### config.mk
export PLATFORM = sky130hd
export DESIGN_NAME = mem_lsu_flat
export DESIGN_NICKNAME = d
export VERILOG_FILES = /design/src/rtl/mem_lsu_pkg.sv /design/src/rtl/mem_lsu_if.sv /design/src/rtl/mem_lsu_pending_fifo.sv /design/src/rtl/mem_lsu.sv /design/src/flat_wrapper.sv
export SDC_FILE = /design/constraint.sdc
export NUM_CORES = 1
export LEC_CHECK = 0
export CAP_MARGIN = 10
export CORE_AREA = 2 2 127 129
export DETAILED_ROUTE_END_ITERATION = 10
export DIE_AREA = 0 0 129 131
export PLACE_DENSITY = 0.82
export SYNTH_ARGS = -nofsm -noshare
export SYNTH_HDL_FRONTEND = slang
export SYNTH_SLANG_ARGS = --single-unit
### constraint.sdc
create_clock -name clk -period 4 [get_ports clk]
set_input_delay 0.8 -clock clk [delete_from_list [all_inputs] [get_ports clk]]
set_output_delay 0.8 -clock clk [all_outputs]
set_load 0.01 [all_outputs]
### src/rtl/mem_lsu_pkg.sv
// Shared types for the MEM-stage load/store unit: opcodes, bus size codes,
// exception codes and the pending-transaction record.
package mem_lsu_pkg;

  typedef enum logic [3:0] {
    LSU_LB  = 4'd0,
    LSU_LBU = 4'd1,
    LSU_LH  = 4'd2,
    LSU_LHU = 4'd3,
    LSU_LW  = 4'd4,
    LSU_SB  = 4'd5,
    LSU_SH  = 4'd6,
    LSU_SW  = 4'd7,
    LSU_LWL = 4'd8,
    LSU_LWR = 4'd9,
    LSU_SWL = 4'd10,
    LSU_SWR = 4'd11
  } lsu_op_t;

  localparam logic [1:0] SZ_B = 2'd0;
  localparam logic [1:0] SZ_H = 2'd1;
  localparam logic [1:0] SZ_W = 2'd2;

  localparam logic [4:0] EXC_ADEL = 5'd4;
  localparam logic [4:0] EXC_ADES = 5'd5;

  localparam int LSU_REG_W = 5;

  typedef struct packed {
    lsu_op_t              op;
    logic [1:0]           addr_lo;
    logic [LSU_REG_W-1:0] wd;
    logic [31:0]          pc;
    logic                 wr;
`ifdef LSU_UNALIGNED_LR_EN
    // The old rt value is only needed to merge LWL/LWR results.
    logic [31:0]          rt;
`endif
    logic                 kill;
  } lsu_entry_t;

  function automatic logic [4:0] lane_shift(input logic [1:0] lane);
    return {lane, 3'b000};
  endfunction

endpackage

### src/rtl/mem_lsu_if.sv
// Data-bus interface between the LSU (master) and memory (slave).
// Handshake: an address is transferred in any cycle with data_req && data_addr_ok; each
// data_data_ok cycle completes the oldest accepted transaction (data_rdata valid with it).
// With LSU_UNALIGNED_LR_EN defined, data_wstrb carries the byte enables of the request.
interface mem_lsu_if;
  logic        data_req;
  logic        data_wr;
  logic [1:0]  data_size;
  logic [31:0] data_addr;
  logic [31:0] data_wdata;
  logic [31:0] data_rdata;
  logic        data_addr_ok;
  logic        data_data_ok;
`ifdef LSU_UNALIGNED_LR_EN
  logic [3:0]  data_wstrb;

  modport master (
    output data_req, data_wr, data_size, data_addr, data_wdata, data_wstrb,
    input  data_rdata, data_addr_ok, data_data_ok
  );
  modport slave (
    input  data_req, data_wr, data_size, data_addr, data_wdata, data_wstrb,
    output data_rdata, data_addr_ok, data_data_ok
  );
`else
  modport master (
    output data_req, data_wr, data_size, data_addr, data_wdata,
    input  data_rdata, data_addr_ok, data_data_ok
  );
  modport slave (
    input  data_req, data_wr, data_size, data_addr, data_wdata,
    output data_rdata, data_addr_ok, data_data_ok
  );
`endif
endinterface

### src/rtl/mem_lsu_pending_fifo.sv
// Circular buffer of in-flight bus transactions, oldest at head. kill_all marks every
// live entry (and one written the same cycle) so its response is swallowed on pop.
module lsu_pending_fifo
  import mem_lsu_pkg::*;
#(
  parameter  int DEPTH = 2,
  localparam int CW    = $clog2(DEPTH + 1),
  localparam int PW    = (DEPTH > 1) ? $clog2(DEPTH) : 1
) (
  input  logic          clk,
  input  logic          rst,
  input  logic          push_i,
  input  lsu_entry_t    entry_i,
  input  logic          pop_i,
  input  logic          kill_all_i,
  output logic [CW-1:0] count_o,
  output lsu_entry_t    head_o
);

  lsu_entry_t       mem_q   [DEPTH];
  lsu_entry_t       mem_d   [DEPTH];
  logic [DEPTH-1:0] valid_q, valid_d;
  logic [PW-1:0]    rd_q, rd_d, wr_q, wr_d;
  logic [CW-1:0]    count_q, count_d;

  function automatic logic [PW-1:0] next_ptr(input logic [PW-1:0] p);
    return (p == PW'(DEPTH - 1)) ? '0 : p + 1'b1;
  endfunction

  always_comb begin
    mem_d   = mem_q;
    valid_d = valid_q;
    rd_d    = rd_q;
    wr_d    = wr_q;
    count_d = count_q;

    if (kill_all_i) begin
      for (int i = 0; i < DEPTH; i++) begin
        if (valid_q[i]) mem_d[i].kill = 1'b1;
      end
    end
    if (pop_i) begin
      valid_d[rd_q] = 1'b0;
      rd_d          = next_ptr(rd_q);
    end
    if (push_i) begin
      mem_d[wr_q]      = entry_i;
      mem_d[wr_q].kill = kill_all_i;
      valid_d[wr_q]    = 1'b1;
      wr_d             = next_ptr(wr_q);
    end

    if (push_i && !pop_i)      count_d = count_q + 1'b1;
    else if (!push_i && pop_i) count_d = count_q - 1'b1;
  end

  always_ff @(posedge clk) begin
    if (rst) begin
      for (int i = 0; i < DEPTH; i++) mem_q[i] <= '0;
      valid_q <= '0;
      rd_q    <= '0;
      wr_q    <= '0;
      count_q <= '0;
    end else begin
      mem_q   <= mem_d;
      valid_q <= valid_d;
      rd_q    <= rd_d;
      wr_q    <= wr_d;
      count_q <= count_d;
    end
  end

  assign count_o = count_q;
  assign head_o  = mem_q[rd_q];

endmodule

### src/rtl/mem_lsu.sv
// MEM-stage load/store unit: issues on the data bus, tracks up to DEPTH transactions,
// returns in-order responses. Optional LWL/LWR/SWL/SWR behind LSU_UNALIGNED_LR_EN.
module mem_lsu
  import mem_lsu_pkg::*;
#(
  parameter int DEPTH      = 2,
  parameter int PADDR_BITS = 29,
  parameter int REG_ADDR_W = LSU_REG_W
) (
  input  logic                  clk,
  input  logic                  rst,
  input  logic                  flush,
  input  logic                  req_valid,
  input  logic [3:0]            req_op,
  input  logic [31:0]           req_addr,
  input  logic [31:0]           req_wdata,
  input  logic [REG_ADDR_W-1:0] req_wd,
  input  logic [31:0]           req_pc,
  output logic                  req_ready,
  output logic                  lsu_stall,
  output logic                  exc_valid,
  output logic [4:0]            exc_code,
  output logic [31:0]           exc_badvaddr,
  output logic                  resp_valid,
  output logic                  resp_we,
  output logic [REG_ADDR_W-1:0] resp_wd,
  output logic [31:0]           resp_wdata,
  output logic [31:0]           resp_pc,
  output logic                  pending,
  mem_lsu_if.master             bus
);

  localparam int CW = $clog2(DEPTH + 1);

  lsu_op_t       op;
  logic          op_ok, is_store, is_lr, misaligned;
  logic [1:0]    size;
  logic [1:0]    lo;
  logic [31:0]   st_data, addr_phys, addr_bus;
  logic          active, issue, drop, push, pop;
  logic [CW-1:0] count;
  lsu_entry_t    push_entry, head;
  logic [31:0]   load_data;
  logic [7:0]    lane_b;
  logic [15:0]   lane_h;
`ifdef LSU_UNALIGNED_LR_EN
  logic [3:0]    wstrb;
`endif

  assign op = lsu_op_t'(req_op);
  assign lo = req_addr[1:0];

  always_comb begin
    op_ok      = 1'b1;
    is_store   = 1'b0;
    is_lr      = 1'b0;
    misaligned = 1'b0;
    size       = SZ_W;
    st_data    = '0;
`ifdef LSU_UNALIGNED_LR_EN
    wstrb      = 4'b0000;
`endif
    case (op)
      LSU_LB, LSU_LBU: size = SZ_B;
      LSU_LH, LSU_LHU: begin size = SZ_H; misaligned = lo[0]; end
      LSU_LW:          misaligned = |lo;
      LSU_SB: begin
        size = SZ_B; is_store = 1'b1; st_data = {4{req_wdata[7:0]}};
`ifdef LSU_UNALIGNED_LR_EN
        wstrb = 4'b0001 << lo;
`endif
      end
      LSU_SH: begin
        size = SZ_H; is_store = 1'b1; misaligned = lo[0]; st_data = {2{req_wdata[15:0]}};
`ifdef LSU_UNALIGNED_LR_EN
        wstrb = lo[1] ? 4'b1100 : 4'b0011;
`endif
      end
      LSU_SW: begin
        is_store = 1'b1; misaligned = |lo; st_data = req_wdata;
`ifdef LSU_UNALIGNED_LR_EN
        wstrb = 4'b1111;
`endif
      end
`ifdef LSU_UNALIGNED_LR_EN
      LSU_LWL, LSU_LWR: is_lr = 1'b1;
      // SWL writes bytes 0..lo from the top of rt; SWR writes bytes lo..3 from the bottom.
      LSU_SWL: begin
        is_lr = 1'b1; is_store = 1'b1;
        st_data = req_wdata >> lane_shift(2'd3 - lo);
        wstrb   = 4'b1111 >> (2'd3 - lo);
      end
      LSU_SWR: begin
        is_lr = 1'b1; is_store = 1'b1;
        st_data = req_wdata << lane_shift(lo);
        wstrb   = 4'b1111 << lo;
      end
`endif
      default: op_ok = 1'b0;
    endcase
  end

  assign active    = req_valid && !rst;
  assign issue     = active && op_ok && !misaligned && !flush && (count < CW'(DEPTH));
  assign exc_valid = active && op_ok && misaligned && !flush;
  assign drop      = active && !op_ok;
  assign push      = issue && bus.data_addr_ok;
  assign pop       = bus.data_data_ok && (count != '0) && !rst;
  assign req_ready = push || exc_valid || drop;
  assign lsu_stall = active && !req_ready;

  assign exc_code     = exc_valid ? (is_store ? EXC_ADES : EXC_ADEL) : 5'd0;
  assign exc_badvaddr = exc_valid ? req_addr : 32'd0;

  assign addr_phys = 32'(req_addr[PADDR_BITS-1:0]);
  assign addr_bus  = is_lr ? {addr_phys[31:2], 2'b00} : addr_phys;

  assign bus.data_req   = issue;
  assign bus.data_wr    = issue && is_store;
  assign bus.data_size  = issue ? size : 2'd0;
  assign bus.data_addr  = issue ? addr_bus : 32'd0;
  assign bus.data_wdata = issue ? st_data : 32'd0;
`ifdef LSU_UNALIGNED_LR_EN
  assign bus.data_wstrb = issue ? wstrb : 4'b0000;
`endif

  always_comb begin
    push_entry         = '0;
    push_entry.op      = op;
    push_entry.addr_lo = lo;
    push_entry.wd      = LSU_REG_W'(req_wd);
    push_entry.pc      = req_pc;
    push_entry.wr      = is_store;
`ifdef LSU_UNALIGNED_LR_EN
    push_entry.rt      = req_wdata;
`endif
  end

  lsu_pending_fifo #(.DEPTH(DEPTH)) u_fifo (
    .clk       (clk),
    .rst       (rst),
    .push_i    (push),
    .entry_i   (push_entry),
    .pop_i     (pop),
    .kill_all_i(flush && !rst),
    .count_o   (count),
    .head_o    (head)
  );

  // Extraction is combinational from data_rdata so the response leaves in the data_ok cycle.
  always_comb begin
    lane_b    = 8'(bus.data_rdata >> lane_shift(head.addr_lo));
    lane_h    = head.addr_lo[1] ? bus.data_rdata[31:16] : bus.data_rdata[15:0];
    load_data = '0;
    case (head.op)
      LSU_LB:  load_data = {{24{lane_b[7]}}, lane_b};
      LSU_LBU: load_data = {24'd0, lane_b};
      LSU_LH:  load_data = {{16{lane_h[15]}}, lane_h};
      LSU_LHU: load_data = {16'd0, lane_h};
      LSU_LW:  load_data = bus.data_rdata;
`ifdef LSU_UNALIGNED_LR_EN
      LSU_LWL: load_data = (bus.data_rdata << lane_shift(2'd3 - head.addr_lo)) |
                           (head.rt & ~(32'hFFFF_FFFF << lane_shift(2'd3 - head.addr_lo)));
      LSU_LWR: load_data = (bus.data_rdata >> lane_shift(head.addr_lo)) |
                           (head.rt & ~(32'hFFFF_FFFF >> lane_shift(head.addr_lo)));
`endif
      default: load_data = '0;
    endcase
  end

  assign resp_valid = pop && !head.kill;
  assign resp_we    = resp_valid && !head.wr;
  assign resp_wd    = resp_valid ? REG_ADDR_W'(head.wd) : '0;
  assign resp_wdata = resp_we ? load_data : 32'd0;
  assign resp_pc    = resp_valid ? head.pc : 32'd0;
  assign pending    = (count != '0) && !rst;

  a_no_orphan_data_ok: assert property (@(posedge clk) disable iff (rst)
    !(bus.data_data_ok && (count == '0)));

endmodule
### src/flat_wrapper.sv
// flat-port wrapper written by rule: the top's interface ports become plain ports
module mem_lsu_flat import mem_lsu_pkg::*;
#(
  parameter int DEPTH      = 2,
  parameter int PADDR_BITS = 29,
  parameter int REG_ADDR_W = LSU_REG_W
)
  (clk, rst, flush, req_valid, req_op, req_addr, req_wdata, req_wd, req_pc, req_ready, lsu_stall, exc_valid, exc_code, exc_badvaddr, resp_valid, resp_we, resp_wd, resp_wdata, resp_pc, pending, bus_data_req, bus_data_wr, bus_data_size, bus_data_addr, bus_data_wdata, bus_data_rdata, bus_data_addr_ok, bus_data_data_ok);
  mem_lsu_if bus_i ();
  input  logic clk;
  input  logic rst;
  input  logic flush;
  input  logic req_valid;
  input  logic [3:0] req_op;
  input  logic [31:0] req_addr;
  input  logic [31:0] req_wdata;
  input  logic [REG_ADDR_W-1:0] req_wd;
  input  logic [31:0] req_pc;
  output logic req_ready;
  output logic lsu_stall;
  output logic exc_valid;
  output logic [4:0] exc_code;
  output logic [31:0] exc_badvaddr;
  output logic resp_valid;
  output logic resp_we;
  output logic [REG_ADDR_W-1:0] resp_wd;
  output logic [31:0] resp_wdata;
  output logic [31:0] resp_pc;
  output logic pending;
  output wire logic [$bits(bus_i.data_req)-1:0] bus_data_req;
  output wire logic [$bits(bus_i.data_wr)-1:0] bus_data_wr;
  output wire logic [$bits(bus_i.data_size)-1:0] bus_data_size;
  output wire logic [$bits(bus_i.data_addr)-1:0] bus_data_addr;
  output wire logic [$bits(bus_i.data_wdata)-1:0] bus_data_wdata;
  input wire logic [$bits(bus_i.data_rdata)-1:0] bus_data_rdata;
  input wire logic [$bits(bus_i.data_addr_ok)-1:0] bus_data_addr_ok;
  input wire logic [$bits(bus_i.data_data_ok)-1:0] bus_data_data_ok;
  assign bus_data_req = bus_i.data_req;
  assign bus_data_wr = bus_i.data_wr;
  assign bus_data_size = bus_i.data_size;
  assign bus_data_addr = bus_i.data_addr;
  assign bus_data_wdata = bus_i.data_wdata;
  assign bus_i.data_rdata = bus_data_rdata;
  assign bus_i.data_addr_ok = bus_data_addr_ok;
  assign bus_i.data_data_ok = bus_data_data_ok;
  mem_lsu #(.DEPTH(DEPTH), .PADDR_BITS(PADDR_BITS), .REG_ADDR_W(REG_ADDR_W)) u_core (.clk(clk), .rst(rst), .flush(flush), .req_valid(req_valid), .req_op(req_op), .req_addr(req_addr), .req_wdata(req_wdata), .req_wd(req_wd), .req_pc(req_pc), .req_ready(req_ready), .lsu_stall(lsu_stall), .exc_valid(exc_valid), .exc_code(exc_code), .exc_badvaddr(exc_badvaddr), .resp_valid(resp_valid), .resp_we(resp_we), .resp_wd(resp_wd), .resp_wdata(resp_wdata), .resp_pc(resp_pc), .pending(pending), .bus(bus_i));
endmodule
==> results of run 1 <==
-- power by group through the flow --
stage          clock network, W  registers (W)  logic [W]
6_report               0.000826       0.000966   0.000424
2_1_floorplan                 0       0.000986   0.000167
3_3_place_gp                  0       0.000988   0.000414
3_5_place_dp                  0       0.000988   0.000416
5_1_grt                0.000882       0.000966   0.000453
4_1_cts                0.000843       0.000966   0.000419
-- cell usage after synthesis, drive strengths merged, types with 2 or more instances --
| cell type | number |
|---|---|
| a211oi | 8 |
| or3 | 2 |
| mux2i | 45 |
| a222oi | 5 |
| nor3b | 2 |
| o21ba | 2 |
| nor2 | 65 |
| inv | 6 |
| a22oi | 17 |
| dfxtp | 96 |
| and2 | 41 |
| a31oi | 23 |
| and3 | 30 |
| clkbuf | 59 |
| or4 | 2 |
| o211a | 2 |
| nand2b | 2 |
| nand2 | 35 |
| nor3 | 6 |
| nor4 | 2 |
| a32oi | 6 |
| nor4b | 2 |
| a21o | 8 |
| mux2 | 50 |
| o21ai | 49 |
| nor2b | 53 |
| nand3 | 53 |
| a2bb2oi | 4 |
| o211ai | 2 |
| or4b | 3 |
| buf | 26 |
| xor2 | 4 |
| a21oi | 69 |
-- layout make-up --
cell class | count | share of cell area [%]
flip-flops and latches | 96 | 19.3
clock buffers | 9 | 2.25
repair buffers | 351 | 34.5
clock inverters | 7 | 0.626
well taps | 216 | 2.71
multi-input cells | 613 | 40.4
inverters | 6 | 0.225
-- worst paths after layout --
| path | startpoint | to | slack (ps) |
|---|---|---|---|
| hold reg to reg | u_core.u_fifo.valid_q[0]$_SDFF_PP0_ | u_core.u_fifo.mem_q[45]$_SDFF_PP0_ | 470 |
| setup reg to reg | u_core.u_fifo.count_o[1]$_SDFFE_PP0P_ | u_core.u_fifo.count_o[1]$_SDFFE_PP0P_ | 2020 |
| setup / recovery | req_op[3] | req_ready | 80 |
| hold / removal | u_core.u_fifo.valid_q[0]$_SDFF_PP0_ | u_core.u_fifo.mem_q[45]$_SDFF_PP0_ | 470 |
-- cell families after synthesis --
kind of cell,after synthesis
AND/OR/NAND/NOR,304
XOR/XNOR,4
adder cells (fa/ha/maj),1
multiplexers,96
buffers and inverters,91
other,1
flip-flops,96
AO/OA/AOI/OAI,202
-- worst min-delay path, delay by kind of cell (launching register included) --
family | cells | cell delay (ps)
flops | 1 | 310
simple gates | 1 | 60
compound gates | 1 | 50
-- metrics by stage --
| stage | hold slack (ps) | TNS (ps) | total power [W] | utilization, % |
|---|---|---|---|---|
| finish | 467 | 0 | 0.00222 | 64.0 |
| detailed placement | 459 | -43.2 | 0.00140 | 62.1 |
| floorplan | 434 | 0 | 0.00115 | - |
| global route | 493 | 0 | 0.00230 | 64.0 |
| global placement | 445 | 0 | 0.00140 | 62.1 |
| CTS | 469 | 0 | 0.00223 | 64.0 |
-- routing by layer --
layer / up-vias / share of wire, % / track usage [%]
li1: 3387 / - / -
met1: 3348 / 44 / 36.2
met2: 332 / 47 / 44.1
met3: 25 / 7.8 / 5.62
met4: 0 / 1.3 / 5.24
met5: - / 0 / 0
-- timing repair --
item,4_1_cts,5_1_grt
buffers inserted,0,0
resized for setup,1,1
endpoints found under the setup margin,1,32
==> flow_summary.json, run 1 <==
{
  "synth_top_family_by_area": "simple AND/OR/NAND/NOR gates",
  "synthTopCellsByArea": "dfxtp_1, mux2_2, mux2i_1",
  "antenna_found_initial": 0,
  "layout-drive-gt1-share_pct": 11.2,
  "rsz0062_at_grt": "no",
  "power_density_nw_per_um2": 222,
  "hp-class": "reg2reg",
  "startpoint_type": "input port",
  "overflow": 0,
  "dp_cells": 1282,
  "crit_family": "buffers and inverters",
  "worstSetupPathDepth": 7,
  "ys.flop_type": "dfxtp_1",
  "seq_area_frac_synth_pct": 30.5,
  "crit_slowest_cell": "or4b_1",
  "grt_first_pass_wirelength_um": 35700,
  "routabilityCongestion": 0.981,
  "via_per_inst": 5.46,
  "final_common_cell": "clkdlybuf4s50_1",
  "first_pass_iters": 8,
  "muxShareOfSynthArea_pct": 16.8,
  "num_io_pins": 323,
  "ys_warn_count": 0,
  "path_class": "in2out",
  "fin_skew_ps": 7.77,
  "path_clk_slew_ps": 70,
  "final_nets": 1221,
  "swShare_pct": 27.2,
  "ctsRootBufferMaster": "clkbuf_16",
  "worst_slew_pin_slew_ps": 1170,
  "period_minus_slack_ps": 3920,
  "p_clk_share_pct": 37.3,
  "ant_nets": 0,
  "fmax_mhz": 255,
  "ir_drop_mv": 0.183,
  "synth.distinct_cells": 57,
  "syn_area_per_cell_um2": 7.94,
  "grt.total_usage_pct": 26.7,
  "postSynthCellCount": 795,
  "synth-compound-area-share_pct": 19.6,
  "port_buffers": 316,
  "vias": 7092,
  "cts_buffers": 9,
  "rr_worst_depth": 6,
  "finalCritPeriodShare_pct": 98.0,
  "fin_area_um2": 9990,
  "cp_cell_sequence": "clkdlybuf4s50_1, or4b_1, buf_4, or2_4, nor3_2, a211o_2, clkdlybuf4s50_1",
  "slowest_delay_ps": 550,
  "finalSetupViolations": 0,
  "hold_depth": 2,
  "dp_slack_ps": -43.2,
  "synth_xor_area_share_pct": 0.555,
  "postCtsHoldBufs": 0,
  "layout_setup_ws_ps": 78.9,
  "clk-insertion-delay-late_ps": 340,
  "die_y_um": 131,
  "rows": 46,
  "intPower_w": 0.00161,
  "worstSetupEndpointType": "output pin",
  "clockBufferDepth": 2,
  "cp.required_ps": 3200,
  "cts_tree": "done",
  "comb_power_share_pct": 19.1,
  "synth.top_cell.area_share_pct": 30.5,
  "dpl.hpwl_um": 17100,
  "hold_viol_final": 0,
  "grt_max_degree": 61,
  "h-tree-depth": 3,
  "async_flop_share_pct": 0,
  "cts_sinks": 96,
  "slew_violations": 0,
  "seqPwrFrac_pct": 43.6,
  "area_growth_syn_to_layout_pct": 58.3,
  "n_fill_cell": 1364,
  "die_x_um": 129,
  "grt_pass1_vias": 6581,
  "path_buf_inv": 3,
  "yosysTopAreaCell": "dfxtp_1",
  "cp.arrival_ps": 3120,
  "synthSimpleGateAreaFrac_pct": 25.9,
  "multi_input_area_um2": 4040,
  "p_sw_w": 0.000602,
  "synth-edff-count": 0,
  "maxCapViolations": 0,
  "layout_common_cells": "clkdlybuf4s50_1, dfxtp_1, a21oi_1, nor2_1",
  "drc": 0,
  "initial_utilization_pct": 40.5,
  "routedWlPerCell_um": 18.2,
  "drt_iter0_markers": 511,
  "die_area_um2": 16900,
  "place_area_um2": 9690,
  "ff_latch_area_um2": 1920,
  "synth_fa_ha_area_share_pct": 0.198,
  "core-area_um2": 15600,
  "leakage_nw": 3.55,
  "wirelength_um": 23600,
  "fin_cells": 1298,
  "synthesis.area_um2": 6310,
  "outcome": "finished, final reports clean",
  "crit_fanout": 5,
  "maxSlewHeadroom_pct": 22.0,
  "cp_common_cell": "clkdlybuf4s50_1",
  "num_antenna_cells": 0,
  "ys_ff_latch": 96
}
No activity file was read; power rests on OpenSTA's default activity.
==> inputs of run 2 (changes only) <==
--- a/config.mk
+++ b/config.mk
@@ -9,7 +9,7 @@
 export CORE_AREA = 2 2 127 129
 export DETAILED_ROUTE_END_ITERATION = 10
 export DIE_AREA = 0 0 129 131
-export PLACE_DENSITY = 0.82
+export PLACE_DENSITY = 0.91
 export SYNTH_ARGS = -nofsm -noshare
 export SYNTH_HDL_FRONTEND = slang
 export SYNTH_SLANG_ARGS = --single-unit
==> flow_summary.json, run 2 (synthesis results as in run 1) <==
{
  "outcome": "finished, final reports clean",
  "comb_power_share_pct": 18.8,
  "antenna_found_initial": 0,
  "multi_input_area_um2": 4040,
  "rrSetupSlack_ps": 2080,
  "port_buffers": 316,
  "layout_common_cells": "clkdlybuf4s50_1, dfxtp_1, a21oi_1, nor2_1",
  "layout-drive-gt1-share_pct": 11.3,
  "ctsRootBufferMaster": "clkbuf_16",
  "drc": 0,
  "hp-class": "reg2reg",
  "grt_first_pass_wirelength_um": 35700,
  "cp.arrival_ps": 3150,
  "path_class": "in2out",
  "final_common_cell": "clkdlybuf4s50_1",
  "slowest_delay_ps": 590,
  "crit_family": "buffers and inverters",
  "grt_max_degree": 70,
  "overflow": 0,
  "crit_slowest_cell": "or4b_1",
  "setup-tns-final_ps": 0,
  "path_buf_inv": 3,
  "ir_drop_mv": 0.262,
  "core-area_um2": 15600,
  "die_y_um": 131,
  "h-tree-depth": 3,
  "fin_skew_ps": 7.18,
  "startpoint_type": "input port",
  "maxSlewHeadroom_pct": 20.3,
  "hold_viol_final": 0,
  "rsz0062_at_grt": "yes",
  "worst_slew_pin_slew_ps": 1190,
  "cp_common_cell": "clkdlybuf4s50_1",
  "cts_buffers": 9,
  "worstSetupEndpointType": "output pin",
  "num_io_pins": 323,
  "clockBufferDepth": 2,
  "initial_utilization_pct": 40.5,
  "p_sw_w": 0.000576,
  "p_total_w": 0.00226,
  "dp_slack_ps": -19.1,
  "die_area_um2": 16900,
  "cp.required_ps": 3200,
  "power_density_nw_per_um2": 225,
  "cts_tree": "done",
  "dpl.hpwl_um": 17000,
  "cp_cell_sequence": "clkdlybuf4s50_1, or4b_1, buf_4, or2_4, nor2_1, and4_1, clkdlybuf4s50_1",
  "grt.total_usage_pct": 26.4,
  "ant_nets": 0,
  "layout_setup_ws_ps": 45.7,
  "routedWlPerCell_um": 17.9,
  "finalSetupViolations": 0,
  "utilization_pct": 64.4,
  "num_antenna_cells": 0,
  "n_fill_cell": 1266,
  "maxCapViolations": 0,
  "ff_latch_area_um2": 1920,
  "hold_ws_ps": 467,
  "leakage_nw": 3.58,
  "die_x_um": 129,
  "slew_violations": 0,
  "final_nets": 1222,
  "wirelength_um": 23200,
  "vias": 7177,
  "via_per_inst": 5.53,
  "intPower_w": 0.00169,
  "swShare_pct": 25.5,
  "period_minus_slack_ps": 3950,
  "area_growth_syn_to_layout_pct": 59.2,
  "grt_pass1_vias": 6806,
  "cts_sinks": 96,
  "clk-insertion-delay-late_ps": 330,
  "path_clk_slew_ps": 60,
  "p_clk_share_pct": 38.5,
  "crit_fanout": 5,
  "drt_iter0_markers": 573,
  "rows": 46,
  "finalCritPeriodShare_pct": 98.9,
  "routabilityCongestion": 0.890,
  "seqPwrFrac_pct": 42.7,
  "fmax_mhz": 253,
  "first_pass_iters": 8
}
-- run 2: changes by cell type in the layout (fill, tap and decap cells not counted) --
cell	delta
inv_1	-1
inv_6	-2
clkbuf_1	+1
bufinv_16	+1
clkbuf_8	+1
buf_4	-1
clkinvlp_4	+1
dlymetal6s2s_1	+1
inv_8	-1
buf_12	+2
clkdlybuf4s50_1	-1
-- run 2: timing repair --
action                                  CTS  global route
hold buffers                              0             0
gates resized for setup                   1             4
endpoints found under the setup margin    1            36
buffers inserted                          0             0
pin swaps                                 0             0
-- run 2: worst min-delay path, stage by stage (launching register included) --
cell and delay [ps]:
dfxtp_1 310, nand2_1 60, mux2i_1 50
-- run 2: worst paths after layout --
| path | startpoint | to | cells after the start |
|---|---|---|---|
| worst min-delay path | register | register | 2 |
| worst min register to register | register | register | 2 |
| worst max-delay path | req_op[3] | bus_data_size[0] | 7 |
| worst max register to register | u_core.u_fifo.count_o[1]$_SDFFE_PP0P_ | register | 4 |
-- run 2: through the flow --
step / instances / cell area, µm²
CTS: 1299 / 10000
detailed placement: 1283 / 9720
global route: 1299 / 10000
floorplan: 800 / 6330
global placement: 1283 / 9720
finish: 1299 / 10000
-- run 2: power groups by stage --
stage,Combinational [W],Sequential (W),Clock [W]
floorplan,0.000167,0.000986,0
global placement,0.000412,0.000987,0
detailed placement,0.000416,0.000988,0
CTS,0.000418,0.000966,0.000884
global route,0.000451,0.000966,0.000925
finish,0.000425,0.000966,0.000871
-- run 2: cell type report --
class / count / area share, %
clock buffer: 11 / 2.42
clock inverter: 5 / 0.635
inverter: 6 / 0.262
multi-input combinational: 613 / 40.2
sequential: 96 / 19.1
tap: 216 / 2.69
timing repair buffer: 352 / 34.7
-- run 2: layer usage --
layer | up-vias | GRT usage (%) | part of all wire, %
met5 | - | 0 | 0
met4 | 0 | 6.84 | 1.5
met3 | 30 | 5.17 | 9.4
met2 | 390 | 45.1 | 48
met1 | 3362 | 34.4 | 41
li1 | 3395 | - | -
==> RTL edit (flow settings as in run 2) <==
Reset style: asynchronous (`rst`), changed in one clocked block.
--- a/src/rtl/mem_lsu_pending_fifo.sv
+++ b/src/rtl/mem_lsu_pending_fifo.sv
@@ -54,7 +54,7 @@
     else if (!push_i && pop_i) count_d = count_q - 1'b1;
   end
 
-  always_ff @(posedge clk) begin
+  always_ff @(posedge clk or posedge rst) begin
     if (rst) begin
       for (int i = 0; i < DEPTH; i++) mem_q[i] <= '0;
       valid_q <= '0;
Check against the original RTL: no difference found for any inputs over 4 cycles, from zero or initial values and one cycle with rst high; that may be too few to reach the edited logic, so the function may still have changed.
==> RTL edit against run 2 <==
Routed wire length decreased by 7.5%; cell area increased by 2.0%; setup slack improved by 36 ps; highest routed layer unchanged; clock skew decreased by 2.7 ps; critical endpoint is now bus_data_addr[12]; die area stayed put; area after synthesis rose by 0.16%; sequential cell count is the same; non-clock buffer count rose by 10; sequential share of layout area increased by 4.3 points; core utilization up 1.3 points; first-iteration DRC count fell by 50%; global-route usage decreased by 2.0 points.
Power is not compared: it rests on default switching activity, and its combinational part moved more than twofold at a synthesized area within 25%.
==> RTL edit: results (changes against run 2) <==
[routing]
routed_wl_mm = 21.5  ; -7.5%
via_per_inst = 5.26  ; -4.9%
drt_iter0_drc = 288  ; -50%
drt_pass1_iterations = 4  ; -4

[logic_synthesis]
syn_inst = 604  ; -24%
ys_warn_count = 0  ; unchanged
synth_common_cells = dfrtp_1, and2_1, mux2_2
seq_area_frac_synth = 0.380  ; +0.0755
async_reset_ff_frac = 1.00  ; +1.00
yosysUniqueCellTypes = 51  ; -11%
ys_seq_elements = 96  ; unchanged
synth_area_leaders = dfrtp_1, mux2_2, mux2_4

[setup_path]
max_stage_delay_ps = 540  ; -50 ps
crit_family = buffers and inverters
critical_path.slowest_cell = clkdlybuf4s50_1
cp_max_fo = 27  ; +22
worstReg2RegStart = u_core.u_fifo.count_o[1]$_DFFE_PP0P_
worst_ep_arrival_time_ps = 3120  ; -30 ps
rrSetupSlack_ps = 2050  ; -30 ps
reg2reg_depth = 5  ; +1

[timing]
relSlewSlack = 0.524  ; +0.321
whs_ps = 501  ; +34.1 ps
finalClockSkew_ps = 4.51  ; -2.68 ps
finalWorstSetupSlack_ps = 81.7  ; +36.0 ps

[layout]
fin_cells = 1150  ; -11%
drive_gt1_frac = 0.192  ; +0.0798

[global_routing]
gr-usage-met1 = 0.284  ; -0.0601
grtUsageTotal = 0.245  ; -0.0196
grt_max_degree = 54  ; -23%
antenna_found_initial = 4  ; +4
use_met3 = 0.0485  ; -0.00326
met2_usage = 0.438  ; -0.0131
grt_pass1_wl_mm = 32.0  ; -10%
grt_pass1_vias = 5961  ; -12%

[placement]
dp_slack_ps = -205  ; -185 ps
placed_area_sq_um = 9840  ; +1.2%
hpwl_mm = 16.3  ; -4.1%
gp_congestion = 0.914  ; +2.7%
dp.cells = 1123  ; -12%

[run_status]
status = complete, no violations

[clock_network]
numCtsBuffers = 9  ; unchanged
clk_latency_ps = 340

[min_path]
hold_end = u_core.u_fifo.valid_q[1]$_DFF_PP0_
min_path_cells = 2  ; unchanged

[power_and_ir_drop]
vdd_drop_max_v = 0.000205

-- RTL edit: cell types whose count changed after synthesis, moves of 31 or more --
cell / change
dfrtp_1: +96
dfxtp_1: -96
a21oi_1: -57
nor2b_1: -51
o21ai_0: -45
clkbuf_1: -38
nand3_1: -38
and2_1: +31
mux2_4: +31
-- RTL edit: where the power goes --
part,internal [mW],switching [mW]
combinational,0.867,0.739
sequential,1.19,0.160
clock,0.498,0.345
total,2.55,1.24
-- RTL edit: timing repair --
action	4_1_cts	5_1_grt
pin swaps	2	1
resized for setup	32	24
cloned	0	0
endpoints found under the setup margin	64	56
buffers inserted	1	7
hold buffers	0	0
-- RTL edit: cell type report --
class	instances	area, sq um
diodes	4	10.0
clock buffers	12	246
clock inverters	3	42.5
fillers	1234	5350
inverters	6	26.3
multi-input cells	451	3670
flip-flops and latches	96	2400
well taps	216	270
repair buffers	362	3580
-- RTL edit: metal layers --
layer / share of wire / vias to the layer above
li1: - / 2817
met1: 0.40 / 2926
met2: 0.51 / 256
met3: 0.055 / 46
met4: 0.039 / 0
met5: 0 / -
-- RTL edit: worst reg2reg max path: cells and delay by family (launching register included) --
kind | cells | cell delay [ps]
AND/OR/NAND/NOR | 2 | 610
flip-flops | 1 | 410
buffers and inverters | 2 | 450
multiplexers | 1 | 370
-- RTL edit: cell families (layout without fill, tap and decap cells) --
kind of cell    after synthesis  in the layout  share of synthesized area
compound gates               94             94                      0.112
simple gates                197            197                      0.169
buf+inv                      62            383                     0.0515
fa+ha+maj                     1              1                    0.00198
flops                        96             96                      0.380
mux                         147            147                      0.276
xor+xnor                      6              6                    0.00950
other cells                   1             10                   0.000593
-- RTL edit: per-stage QoR --
| step | TNS [ps] | total power [mW] |
|---|---|---|
| after floorplan | 0 | 2.33 |
| after global placement | -5570 | 2.91 |
| after detailed placement | -6350 | 2.96 |
| after CTS | 0 | 3.82 |
| after global routing | -34.9 | 4.00 |
| final | 0 | 3.79 |
-- RTL edit: how the worst max path moves through the flow --
stage              start            endpoint  cells past startpoint
5_1_grt            flush   bus_data_addr[12]                     10
4_1_cts        req_valid   bus_data_wdata[9]                      9
6_report           flush   bus_data_addr[12]                     10
3_3_place_gp         rst  bus_data_wdata[11]                      8
2_1_floorplan        rst           req_ready                      3
3_5_place_dp         rst   bus_data_wdata[9]                      8
